### src/rtl/uart_cmd_rx.sv
`default_nettype none
// +--------------------------------------------------------------------------+
// | uart_cmd_rx                                                              |
// | 8N1 UART command receiver driving the toggle decoder's number/control/   |
// | value inputs. Define UART_CMD_PARITY_EN for 8E1 frames.                  |
// | Revision: 1.0                                                            |
// +--------------------------------------------------------------------------+
module uart_cmd_rx #(
    parameter int CLK_FREQ  = 50_000_000,
    parameter int BAUD      = 115200,
    parameter int CTRL_HOLD = 4
) (
    input  logic       clk,
    input  logic       reset_n,
    input  logic       rx,
    output logic [3:0] number,
    output logic       control,
    output logic       value,
    output logic       frame_error,
    output logic       cmd_error,
    output logic       busy
);
    localparam int DIV   = CLK_FREQ / BAUD;
    localparam int CNT_W = $clog2(DIV);
    localparam logic [CNT_W-1:0] C_BAUD_HALF = CNT_W'(DIV / 2 - 1);
    localparam logic [CNT_W-1:0] C_BAUD_LAST = CNT_W'(DIV - 1);
    localparam logic [CNT_W-1:0] C_BAUD_ONE  = CNT_W'(1);
    localparam logic [7:0]       C_HOLD_LAST = 8'(CTRL_HOLD - 1);

    typedef enum logic [2:0] {
        S_IDLE, S_START, S_DATA, S_PARITY, S_STOP, S_WAIT_IDLE
    } rx_state_t;

    typedef enum logic [1:0] {
        C_IDLE, C_SETUP, C_HIGH, C_LOW
    } seq_state_t;

    logic             rx_meta_q;
    logic             rxs_q;
    rx_state_t        rx_state_q;
    logic [CNT_W-1:0] baud_cnt_q;
    logic [2:0]       bit_cnt_q;
    logic [7:0]       shreg_q;
    logic [7:0]       byte_q;
    logic             byte_vld_q;
    logic             ferr_q;
    seq_state_t       seq_q;
    logic [7:0]       hold_cnt_q;
    logic [3:0]       number_q;
    logic             control_q;
    logic             value_q;
    logic             w_par_ok;

`ifdef UART_CMD_PARITY_EN
    logic par_ok_q;
    assign w_par_ok = par_ok_q;
`else
    assign w_par_ok = 1'b1;
`endif

    always_ff @(posedge clk or negedge reset_n) begin
        if (!reset_n) begin
            rx_meta_q <= 1'b1;
            rxs_q     <= 1'b1;
        end else begin
            rx_meta_q <= rx;
            rxs_q     <= rx_meta_q;
        end
    end

    always_ff @(posedge clk or negedge reset_n) begin
        if (!reset_n) begin
            rx_state_q <= S_IDLE;
            baud_cnt_q <= '0;
            bit_cnt_q  <= '0;
            shreg_q    <= '0;
            byte_q     <= '0;
            byte_vld_q <= 1'b0;
            ferr_q     <= 1'b0;
`ifdef UART_CMD_PARITY_EN
            par_ok_q   <= 1'b0;
`endif
        end else begin
            byte_vld_q <= 1'b0;
            ferr_q     <= 1'b0;
            baud_cnt_q <= baud_cnt_q + C_BAUD_ONE;
            case (rx_state_q)
                S_IDLE: begin
                    baud_cnt_q <= '0;
                    if (!rxs_q) rx_state_q <= S_START;
                end
                S_START: begin
                    if (baud_cnt_q == C_BAUD_HALF) begin
                        baud_cnt_q <= '0;
                        bit_cnt_q  <= '0;
                        rx_state_q <= rxs_q ? S_IDLE : S_DATA;
                    end
                end
                S_DATA: begin
                    if (baud_cnt_q == C_BAUD_LAST) begin
                        baud_cnt_q <= '0;
                        shreg_q    <= {rxs_q, shreg_q[7:1]};
                        bit_cnt_q  <= bit_cnt_q + 3'd1;
                        if (bit_cnt_q == 3'd7) begin
`ifdef UART_CMD_PARITY_EN
                            rx_state_q <= S_PARITY;
`else
                            rx_state_q <= S_STOP;
`endif
                        end
                    end
                end
`ifdef UART_CMD_PARITY_EN
                S_PARITY: begin
                    if (baud_cnt_q == C_BAUD_LAST) begin
                        baud_cnt_q <= '0;
                        par_ok_q   <= ((^shreg_q) == rxs_q);
                        rx_state_q <= S_STOP;
                    end
                end
`endif
                S_STOP: begin
                    // A low stop bit reports a single frame_error even if parity also failed
                    if (baud_cnt_q == C_BAUD_LAST) begin
                        if (rxs_q) begin
                            rx_state_q <= S_IDLE;
                            byte_q     <= shreg_q;
                            byte_vld_q <= w_par_ok;
                            ferr_q     <= !w_par_ok;
                        end else begin
                            rx_state_q <= S_WAIT_IDLE;
                            ferr_q     <= 1'b1;
                        end
                    end
                end
                S_WAIT_IDLE: begin
                    if (rxs_q) rx_state_q <= S_IDLE;
                end
                default: rx_state_q <= S_IDLE;
            endcase
        end
    end

    logic w_is_toggle;
    logic w_is_value;
    logic w_accept;

    assign w_is_toggle = byte_vld_q && (byte_q[7:4] == 4'h5);
    assign w_is_value  = byte_vld_q && (byte_q[7:4] == 4'h6);
    assign w_accept    = w_is_toggle && (seq_q == C_IDLE);

    // number only moves on C_SETUP entry, so it is settled a full cycle before control rises
    always_ff @(posedge clk or negedge reset_n) begin
        if (!reset_n) begin
            seq_q      <= C_IDLE;
            hold_cnt_q <= '0;
            number_q   <= '0;
            control_q  <= 1'b0;
            value_q    <= 1'b0;
        end else begin
            if (w_is_value) value_q <= byte_q[0];
            case (seq_q)
                C_IDLE: begin
                    if (w_accept) begin
                        number_q <= byte_q[3:0];
                        seq_q    <= C_SETUP;
                    end
                end
                C_SETUP: begin
                    seq_q      <= C_HIGH;
                    control_q  <= 1'b1;
                    hold_cnt_q <= '0;
                end
                C_HIGH: begin
                    if (hold_cnt_q == C_HOLD_LAST) begin
                        seq_q      <= C_LOW;
                        control_q  <= 1'b0;
                        hold_cnt_q <= '0;
                    end else begin
                        hold_cnt_q <= hold_cnt_q + 8'd1;
                    end
                end
                C_LOW: begin
                    if (hold_cnt_q == C_HOLD_LAST) seq_q <= C_IDLE;
                    else hold_cnt_q <= hold_cnt_q + 8'd1;
                end
                default: seq_q <= C_IDLE;
            endcase
        end
    end

    assign number      = number_q;
    assign control     = control_q;
    assign value       = value_q;
    assign frame_error = ferr_q;
    assign cmd_error   = byte_vld_q && !(w_accept || w_is_value);
    assign busy        = (rx_state_q != S_IDLE);

endmodule
`default_nettype wire

### config.mk
export PLATFORM = sky130hd
export DESIGN_NAME = uart_cmd_rx
export DESIGN_NICKNAME = d
export VERILOG_FILES = /design/src/rtl/uart_cmd_rx.sv
export SDC_FILE = /design/constraint.sdc
export NUM_CORES = 1
export LEC_CHECK = 0
export BUFFER_PORTS_ARGS = -buffer_cell sky130_fd_sc_hd__buf_4
export CAP_MARGIN = 20
export CORE_MARGIN = 2
export CORE_UTILIZATION = 54
export DETAILED_ROUTE_END_ITERATION = 12
export PLACE_DENSITY_LB_ADDON = 0.25
export SLEW_MARGIN = 20
export SYNTH_ARGS = -nofsm -noshare
export SYNTH_HDL_FRONTEND = slang
export SYNTH_SLANG_ARGS = --single-unit
### constraint.sdc
create_clock -name clk -period 1.9 [get_ports clk]
set_input_delay 0.38 -clock clk [delete_from_list [all_inputs] [get_ports clk]]
set_output_delay 0.38 -clock clk [all_outputs]
set_load 0.02 [all_outputs]
==> run summary, run 1 <==
The max-capacitance violation count is 0. The first detailed-routing pass took 4 iterations. In this run, synthesis produced a sequential element count of 51. The post-detailed-route via-to-cell ratio is 5.62, and the number of top-level pins is 12. The layer flagged by global routing as most heavily used is met2. The type of element capturing the critical path is a primary output. The worst path in the final design needs a cycle of 1.91 ns, including I/O delays and setup. The cell area that synthesis handed to floorplanning was 2490 sq um.

The met2 usage is 31.3%. Synthesis produced a netlist with a net count of 219. The count of hold buffers inserted by post-cts repair was 0. Internal power: 1.37 mW. The logs give 24 for the number of rows created at floorplan and 1687 for the via count of the first global-routing pass. The number of antenna violations at the first check in global routing was 0; the power density normalized to cell area was 619 nW/um^2.

In this run the power spent charging and discharging nets is 0.413 mW. TritonCTS built the clock tree. IR analysis of the VDD net gives a maximum drop of 0.000464 V. After global routing the overflow that remains totals 0. Averaged over all synthesized cells, the footprint is 12.1 sq um. Along the worst path, the maximum fanout reaches 2. The register clock-pin slew on the reported worst setup and hold paths is 0.10 ns, and the number of synthesis warnings is 0.

The final count of negative-setup-slack endpoints was 1; the number of I/O port buffers was 11. The final routed DRC violation total is 0, and the cell area after placement is 2700 sq um. Measured along the y axis, the die boundary spans 71.9 microns. The number of cell instances on the worst register-to-register path works out to 7.

The flow ran to the end, but the final reports show violations. The area growth from synthesis to final layout was 15.4%; the sequential fraction of design power was 61.4%. TritonCTS created 5 clock buffers. The share of async-settable or async-resettable flops after synthesis is 100%.

Among all flip-flop cells after synthesis, the most frequent one is sky130_fd_sc_hd__dfrtp_1. The run gives 23.5% as the met1 track demand over resource. Per report_power, the clock group accounts for 37.3% of the total.

The worst setup path is launched from a flop. The floorplan step defined a core boundary enclosing 4380 sq um. The repair_antennas step left the layout with diodes totalling 0. The logs give -0.0147 ns for the final worst setup slack and 2 for the number of levels in the clock H-tree. Number of max-slew violations in the final report: 0. In the final layout, the share of cells above drive strength 1 is 33.5%.

From left edge to right edge, the die measures 71.9 microns. The detail route stage leaves a number of antenna-violating nets equal to 0. Register-to-register setup slack: 0.03 ns. The tree is rooted in a sky130_fd_sc_hd__clkbuf_8. The wire length per cell is 15.0 microns, and the count of clock tree sinks is 51. The number of library cell types mapped by synthesis was 47. In this run the static leakage power is 1.38 nW.

The tools report the global placement routability congestion as 0.847. Sequential cells were found to cover 51.4% of the synthesized design area. The final reports fail on negative setup slack. The final wirelength is 4310 microns, and the required arrival time at the worst endpoint is 1.52 ns. The detailed router finished its first iteration with 98 violations. The fraction of power spent switching nets was 23.2%. With fillers left out, the area of the finished cells amounts to 2870 sq um. The detailed router placed 1619 vias in this run. On the final layout, the worst clock skew is 0.0109 ns. The path category of the worst min-delay check was input port to asynchronous set/reset pin.

STA puts the critical path data arrival time at 1.53 ns. Entering global routing, the biggest net connects 52 pins. Cells fill 65.5% of the core in the end. The met3 usage in global routing is 4.58%, and the number of flops mapped to enable cells by yosys is 0. The tools report the net count reported at finish as 248.

The first global-routing pass estimated 7470 microns of wire. The die covers 5170 sq um. The ratio of final minimum period to clock period is 101%, and the HPWL after detailed placement is 3050 microns. Fill cells in the final layout number 341. Setup repair after global routing could not meet its margin everywhere. The worst setup path is of the flop to primary output kind. The run gives 0.31 ns as the clock latency at the later pin of the worst-skew pair. Effective utilization at floorplan: 56.8%. The number of buffers on the longest clock path came out at 2. Combinational logic is responsible for 1.4% of the overall power. The cell count after synthesis came out at 206. The count of endpoints failing hold in the final timing report was 0; the all-layer global routing usage was 18.7%. For the pin with the worst max-slew slack, the measured transition is 0.627 ns. Timing would allow up to 522 MHz.

The worst slew margin relative to its limit came out at 58.2%.
logic make-up after synthesis:
family / share of synthesized area [%]
buf+inv: 3.07
simple gates: 16.8
xor+xnor: 4.22
compound gates: 6.43
mux: 13.1
flops: 51.4
fa+ha+maj: 5.03
metrics by stage:
| stage | cells | setup slack [ns] | hold WS, ns | setup TNS [ns] | power [mW] |
|---|---|---|---|---|---|
| final | 288 | -0.0147 | 0.0694 | -0.0147 | 1.78 |
| after global routing | 288 | -0.126 | 0.120 | -0.379 | 1.85 |
| after CTS | 285 | -0.0206 | 0.0918 | -0.0206 | 1.80 |
| after detailed placement | 275 | -0.0337 | 0.348 | -0.184 | 1.14 |
| after global placement | 275 | 0.0118 | 0.347 | 0 | 1.14 |
| after floorplan | 206 | -0.0409 | 0.0844 | -0.286 | 1.11 |
cells in the final DEF (no fill, tap or decap), types with 2 or more instances in the layout:
cell,count
sky130_fd_sc_hd__a211oi_1,2
sky130_fd_sc_hd__a21oi_1,4
sky130_fd_sc_hd__a22o_2,3
sky130_fd_sc_hd__buf_4,27
sky130_fd_sc_hd__clkbuf_8,5
sky130_fd_sc_hd__clkinv_4,2
sky130_fd_sc_hd__dfrtp_1,49
sky130_fd_sc_hd__dfstp_2,2
sky130_fd_sc_hd__ha_1,9
sky130_fd_sc_hd__inv_1,6
sky130_fd_sc_hd__mux2_2,17
sky130_fd_sc_hd__mux2_4,7
sky130_fd_sc_hd__mux2i_1,3
sky130_fd_sc_hd__nand2_1,11
sky130_fd_sc_hd__nand2b_1,2
sky130_fd_sc_hd__nand3_1,4
sky130_fd_sc_hd__nand3b_4,2
sky130_fd_sc_hd__nand4_1,3
sky130_fd_sc_hd__nand4bb_1,2
sky130_fd_sc_hd__nor2_1,26
sky130_fd_sc_hd__nor3_1,2
sky130_fd_sc_hd__nor3b_2,2
sky130_fd_sc_hd__o2111ai_1,2
sky130_fd_sc_hd__o21a_1,2
sky130_fd_sc_hd__o21ai_0,5
sky130_fd_sc_hd__xnor2_1,4
sky130_fd_sc_hd__xor2_1,8
layout make-up:
type | instances | area [sq um] | area share, %
flip-flops and latches | 51 | 1280 | 44.5
clock buffers | 5 | 68.8 | 2.40
repair buffers | 29 | 234 | 8.14
inverters | 7 | 26.3 | 0.915
clock inverters | 3 | 28.8 | 1.00
multi-input cells | 141 | 1170 | 40.8
well taps | 52 | 65.1 | 2.26
critical path, stage by stage (launching register included):
cell	delay, ns
sky130_fd_sc_hd__dfrtp_1	0.38
sky130_fd_sc_hd__nand3b_1	0.20
sky130_fd_sc_hd__nor3b_2	0.24
sky130_fd_sc_hd__nand2_1	0.10
sky130_fd_sc_hd__and3b_1	0.18
sky130_fd_sc_hd__buf_6	0.13
sequential cells by signal (all words and copies together) (netlist names):
signal	count
baud_cnt_q	9
byte_q	8
hold_cnt_q	8
shreg_q	8
number	4
bit_cnt_q	3
rx_state_q	3
seq_q	2
byte_vld_q	1
control	1
frame_error	1
rx_meta_q	1
rxs_q	1
value	1
repair_timing:
action	in CTS	in global routing
resized for setup	3	5
pin swaps	1	3
gates cloned	0	0
buffers inserted	2	3
endpoints found under the setup margin	8	26
power groups by stage:
stage | clock network (mW) | registers, mW | logic (mW)
final | 0.663 | 1.09 | 0.0241
after global routing | 0.727 | 1.09 | 0.0293
after CTS | 0.680 | 1.09 | 0.0257
after detailed placement | 0 | 1.11 | 0.0258
after global placement | 0 | 1.11 | 0.0248
after floorplan | 0 | 1.11 | 0.00334
synthesized netlist by cell type, types with 3 or more instances:
cell type / instances / area, sq um
sky130_fd_sc_hd__mux2i_1: 3 / 30.0
sky130_fd_sc_hd__nor3_1: 3 / 15.0
sky130_fd_sc_hd__nand2_1: 11 / 41.3
sky130_fd_sc_hd__nor2_1: 26 / 97.6
sky130_fd_sc_hd__clkbuf_1: 4 / 15.0
sky130_fd_sc_hd__xnor2_1: 4 / 35.0
sky130_fd_sc_hd__a21oi_1: 4 / 20.0
sky130_fd_sc_hd__xor2_1: 8 / 70.1
sky130_fd_sc_hd__mux2_2: 17 / 191
sky130_fd_sc_hd__nand4_1: 3 / 18.8
sky130_fd_sc_hd__ha_1: 10 / 125
sky130_fd_sc_hd__mux2_4: 7 / 105
sky130_fd_sc_hd__dfrtp_1: 49 / 1230
sky130_fd_sc_hd__o21ai_0: 5 / 25.0
sky130_fd_sc_hd__nand3_1: 4 / 20.0
sky130_fd_sc_hd__inv_1: 7 / 26.3
metal layers:
metal / wire (microns) / vias up
met3: 100 / 6
met4: 48 / 0
met2: 2160 / 33
met5: 0 / -
met1: 2000 / 799
li1: - / 781
final timing paths:
kind                                     endpoint                    start
max                                     cmd_error    byte_q[7]$_DFFE_PN0P_
min                           control$_DFFE_PN0P_                  reset_n
max reg2reg                shreg_q[6]$_DFFE_PN0P_  baud_cnt_q[1]$_DFF_PN0_
min reg2reg                       rxs_q$_DFF_PN1_      rx_meta_q$_DFF_PN1_
max in group asynchronous  shreg_q[6]$_DFFE_PN0P_                  reset_n
min in group clk              rx_meta_q$_DFF_PN1_                       rx
No activity file was read; power rests on OpenSTA's default activity.
==> inputs of run 2 (changes only) <==
--- a/config.mk
+++ b/config.mk
@@ -10,6 +10,7 @@
 export CORE_MARGIN = 2
 export CORE_UTILIZATION = 54
 export DETAILED_ROUTE_END_ITERATION = 12
+export MAX_ROUTING_LAYER = met4
 export PLACE_DENSITY_LB_ADDON = 0.25
 export SLEW_MARGIN = 20
 export SYNTH_ARGS = -nofsm -noshare
==> constraint.sdc (replaced) <==
create_clock -name clk -period 1.6 [get_ports clk]
set_input_delay 0.32 -clock clk [delete_from_list [all_inputs] [get_ports clk]]
set_output_delay 0.32 -clock clk [all_outputs]
set_load 0.02 [all_outputs]
==> run summary, run 2 (synthesized netlist as in run 1, its figures left out) <==
The flow ran to the end, but the final reports show violations. The checks that failed: negative setup slack. The number of antenna violations at the first check in global routing is 0 (unchanged). The total of fill cells in the finished design came out at 256 (-25%). The tools report the flip-flop and latch area as 1280 sq um (+0.20%). For the max-capacitance violation count, the log shows 0 (unchanged). The tools report the leakage power summed over all cells as 1.60 nW (+16%). The largest net degree at the start of global routing was 52 (unchanged).

The final wirelength came out at 5730 microns (+33%). The initial DRC count was 83 (-15%). The tools report the critical path launch point type as a flop. Final worst setup slack: -0.318 ns (-0.303 ns).

The number of vias in the routed layout was 1803 (+11%); the number of buffers on the longest clock path was 2 (unchanged). Internal power: 1.92 mW (+41%). The top fanout value on the critical path is 8 (+6), and the post-detailed-route via-to-cell ratio is 5.60 (-0.39%).

The logs give 4 (unchanged) for the detailed-router iteration count before antenna repair and 0 (unchanged) for the number of nets still failing antenna checks after routing. The residual overflow from global routing was 0 (unchanged). Compared with the post-synthesis result, the final layout area differs by 36.7%. The number of max-slew violations in the final report was 0 (unchanged); the count of endpoints failing hold in the final timing report was 0 (unchanged).

The run gives 0.00562 ns (-0.00533 ns) as the worst clock skew on the final layout. baud_cnt_q holds more flip-flops than any other register. Global placement routability congestion: 0.852 (+0.58%). The flip-flop count of the largest register, all copies and words added was 9 (unchanged); the cell area after placement was 2850 sq um (+5.5%). The y dimension of the die was 71.9 microns (unchanged); the slew at the pin with the worst max-slew slack was 0.628 ns (+0.000269 ns). Number of top-level pins: 12 (unchanged). The register clock-pin slew on the reported worst setup and hold paths was 0.09 ns (about the same).

The final routed DRC violation total is 0 (unchanged), and the clock latency at the later pin of the worst-skew pair is 0.31 ns (about the same). The footprint of the multi-input gates is 1350 sq um (+15%), and the all-layer global routing usage is 22.9% (+4.3 points). The worst slew margin relative to its limit came out at 58.2% (about the same).

The tools report the clock tree root buffer cell as sky130_fd_sc_hd__clkbuf_8. The run gives 0.000688 V (+48%) as the peak supply drop. The fraction of power spent switching nets works out to 19.5% (-3.8 points). The tools report the count of clock tree sinks as 51 (unchanged).

For the sequential fraction of design power, the log shows 54.4% (-7.0 points). Slowest cell on the critical path: sky130_fd_sc_hd__or4b_4. HPWL after detailed placement: 3340 microns (+9.6%). The number of rows created at floorplan was 24 (unchanged). The chip width came out at 71.9 microns (unchanged).

Leaving out fill and tap cells, the most frequent cell in the layout is sky130_fd_sc_hd__buf_4. The worst hold path belongs to the class input port to asynchronous set/reset pin. STA classifies the critical path endpoint as a flop. The share of total power in combinational logic is 1.2% (-0.2 points). The critical path start-end classification was flop to flop.

After layout, the minimum clock period comes to 1.92 ns. For the effective utilization at floorplan, the log shows 56.8% (unchanged). The relative contribution of the clock network to total power was 44.3% (+7.0 points). For the net count reported at finish, the log shows 282 (+14%). The tools report the area of the core as 4380 sq um (unchanged). The final standard cell utilization of the core is 77.6% (+12 points), and the power density normalized to cell area is 701 nW/um^2 (+13%).

The wire length per cell was 17.8 microns (+19%). The number of I/O port buffers came out at 11 (unchanged). The via count of the first global-routing pass came out at 1960 (+16%).

The run gives 0 (unchanged) as the number of antenna cells inserted. In the layout the commonest cells are sky130_fd_sc_hd__buf_4 (53), sky130_fd_sc_hd__dfrtp_1 (47), sky130_fd_sc_hd__nor2_1 (20), sky130_fd_sc_hd__mux2_2 (15), sky130_fd_sc_hd__nand2_1 (11). The run gives 8830 microns (+18%) as the global-route wire length before repair. After layout, the worst path uses 120% of the clock period.

The longest individual stage delay on the worst path works out to 0.51 ns (+0.13 ns). For the data arrival time at the worst-slack endpoint, the log shows 2.11 ns (+0.58 ns). The required arrival time at the worst endpoint was 1.79 ns (+0.27 ns).

Upper clock frequency limit: 522 MHz. Net switching power: 0.465 mW (+12%). The number of levels in the clock H-tree came out at 2 (unchanged). TritonCTS built the clock tree. The final instance area was 3400 sq um (+18%); the final count of negative-setup-slack endpoints was 33 (+32).

The share of layout cells above drive strength 1 is 51.9% (+18 points). Setup repair after global routing could not meet its margin everywhere. The signal on the critical path passes through inv_2 > ha_4 > nand3b_4 > or4b_4 > nor2_4 > buf_12 > mux2_4.

The clock buffer count from CTS is 5 (unchanged), and the area of the die is 5170 sq um (unchanged).
run 2: routing by layer:
layer	vias up	track usage (%)	share of wire, %
met5	-	-	0
met4	0	6.71	0.80
met3	6	5.00	2.5
met2	32	40.9	56
met1	917	25.9	41
li1	848	-	-
run 2: path summary, 6_finish.rpt:
kind | depth (start not counted) | to | from | slack [ns]
setup / recovery | 7 | shreg_q[3]$_DFFE_PN0P_ | baud_cnt_q[1]$_DFF_PN0_ | -0.32
hold / removal | 1 | hold_cnt_q[2]$_DFFE_PN0P_ | reset_n | 0.02
setup reg to reg | 7 | shreg_q[3]$_DFFE_PN0P_ | baud_cnt_q[1]$_DFF_PN0_ | -0.32
hold reg to reg | 0 | rxs_q$_DFF_PN1_ | rx_meta_q$_DFF_PN1_ | 0.36
max in group asynchronous | 1 | rx_state_q[2]$_DFFE_PN0P_ | reset_n | 1.12
min in group clk | 1 | rx_meta_q$_DFF_PN1_ | rx | 0.11
run 2: critical path: cells and delay by family (launching register included):
kind                       cells  cell delay, ns
and+or+nand+nor                3            0.72
buffers and inverters          2            0.24
muxes                          1            0.31
DFF                            1            0.41
adders and majority gates      1            0.14
run 2: final cells by class:
type	instances	share of cell area [%]
inverters	7	0.772
repair buffers	62	15.9
flip-flops and latches	51	37.6
clock buffers	5	2.02
well taps	52	1.91
clock inverters	3	1.99
multi-input cells	142	39.7
run 2: power by group through the flow:
stage / Combinational (mW) / Clock [mW] / Sequential, mW
6_report: 0.0295 / 1.06 / 1.30
2_1_floorplan: 0.00397 / 0 / 1.32
3_3_place_gp: 0.0296 / 0 / 1.32
5_1_grt: 0.0360 / 1.12 / 1.30
3_5_place_dp: 0.0304 / 0 / 1.32
4_1_cts: 0.0305 / 1.06 / 1.30
run 2: what timing repair did:
| item | 4_1_cts | 5_1_grt |
|---|---|---|
| hold endpoints to repair | 0 | 0 |
| hold buffers | 0 | 0 |
| buffers inserted | 14 | 11 |
| pin swaps | 9 | 8 |
| gates resized for setup | 27 | 25 |
| cloned | 1 | 1 |
| endpoints found under the setup margin | 40 | 46 |
run 2: metrics by stage:
| step | total power, mW | TNS (ns) | setup slack [ns] | cells | hold WS, ns |
|---|---|---|---|---|---|
| final | 2.39 | -8.04 | -0.318 | 322 | 0.0165 |
| after global routing | 2.45 | -11.09 | -0.395 | 322 | 0.0748 |
| after CTS | 2.39 | -6.77 | -0.300 | 313 | 0.0460 |
| after detailed placement | 1.35 | -6.74 | -0.334 | 293 | 0.349 |
| after global placement | 1.35 | -5.42 | -0.270 | 293 | 0.348 |
| after floorplan | 1.32 | -3.85 | -0.341 | 206 | 0.0244 |
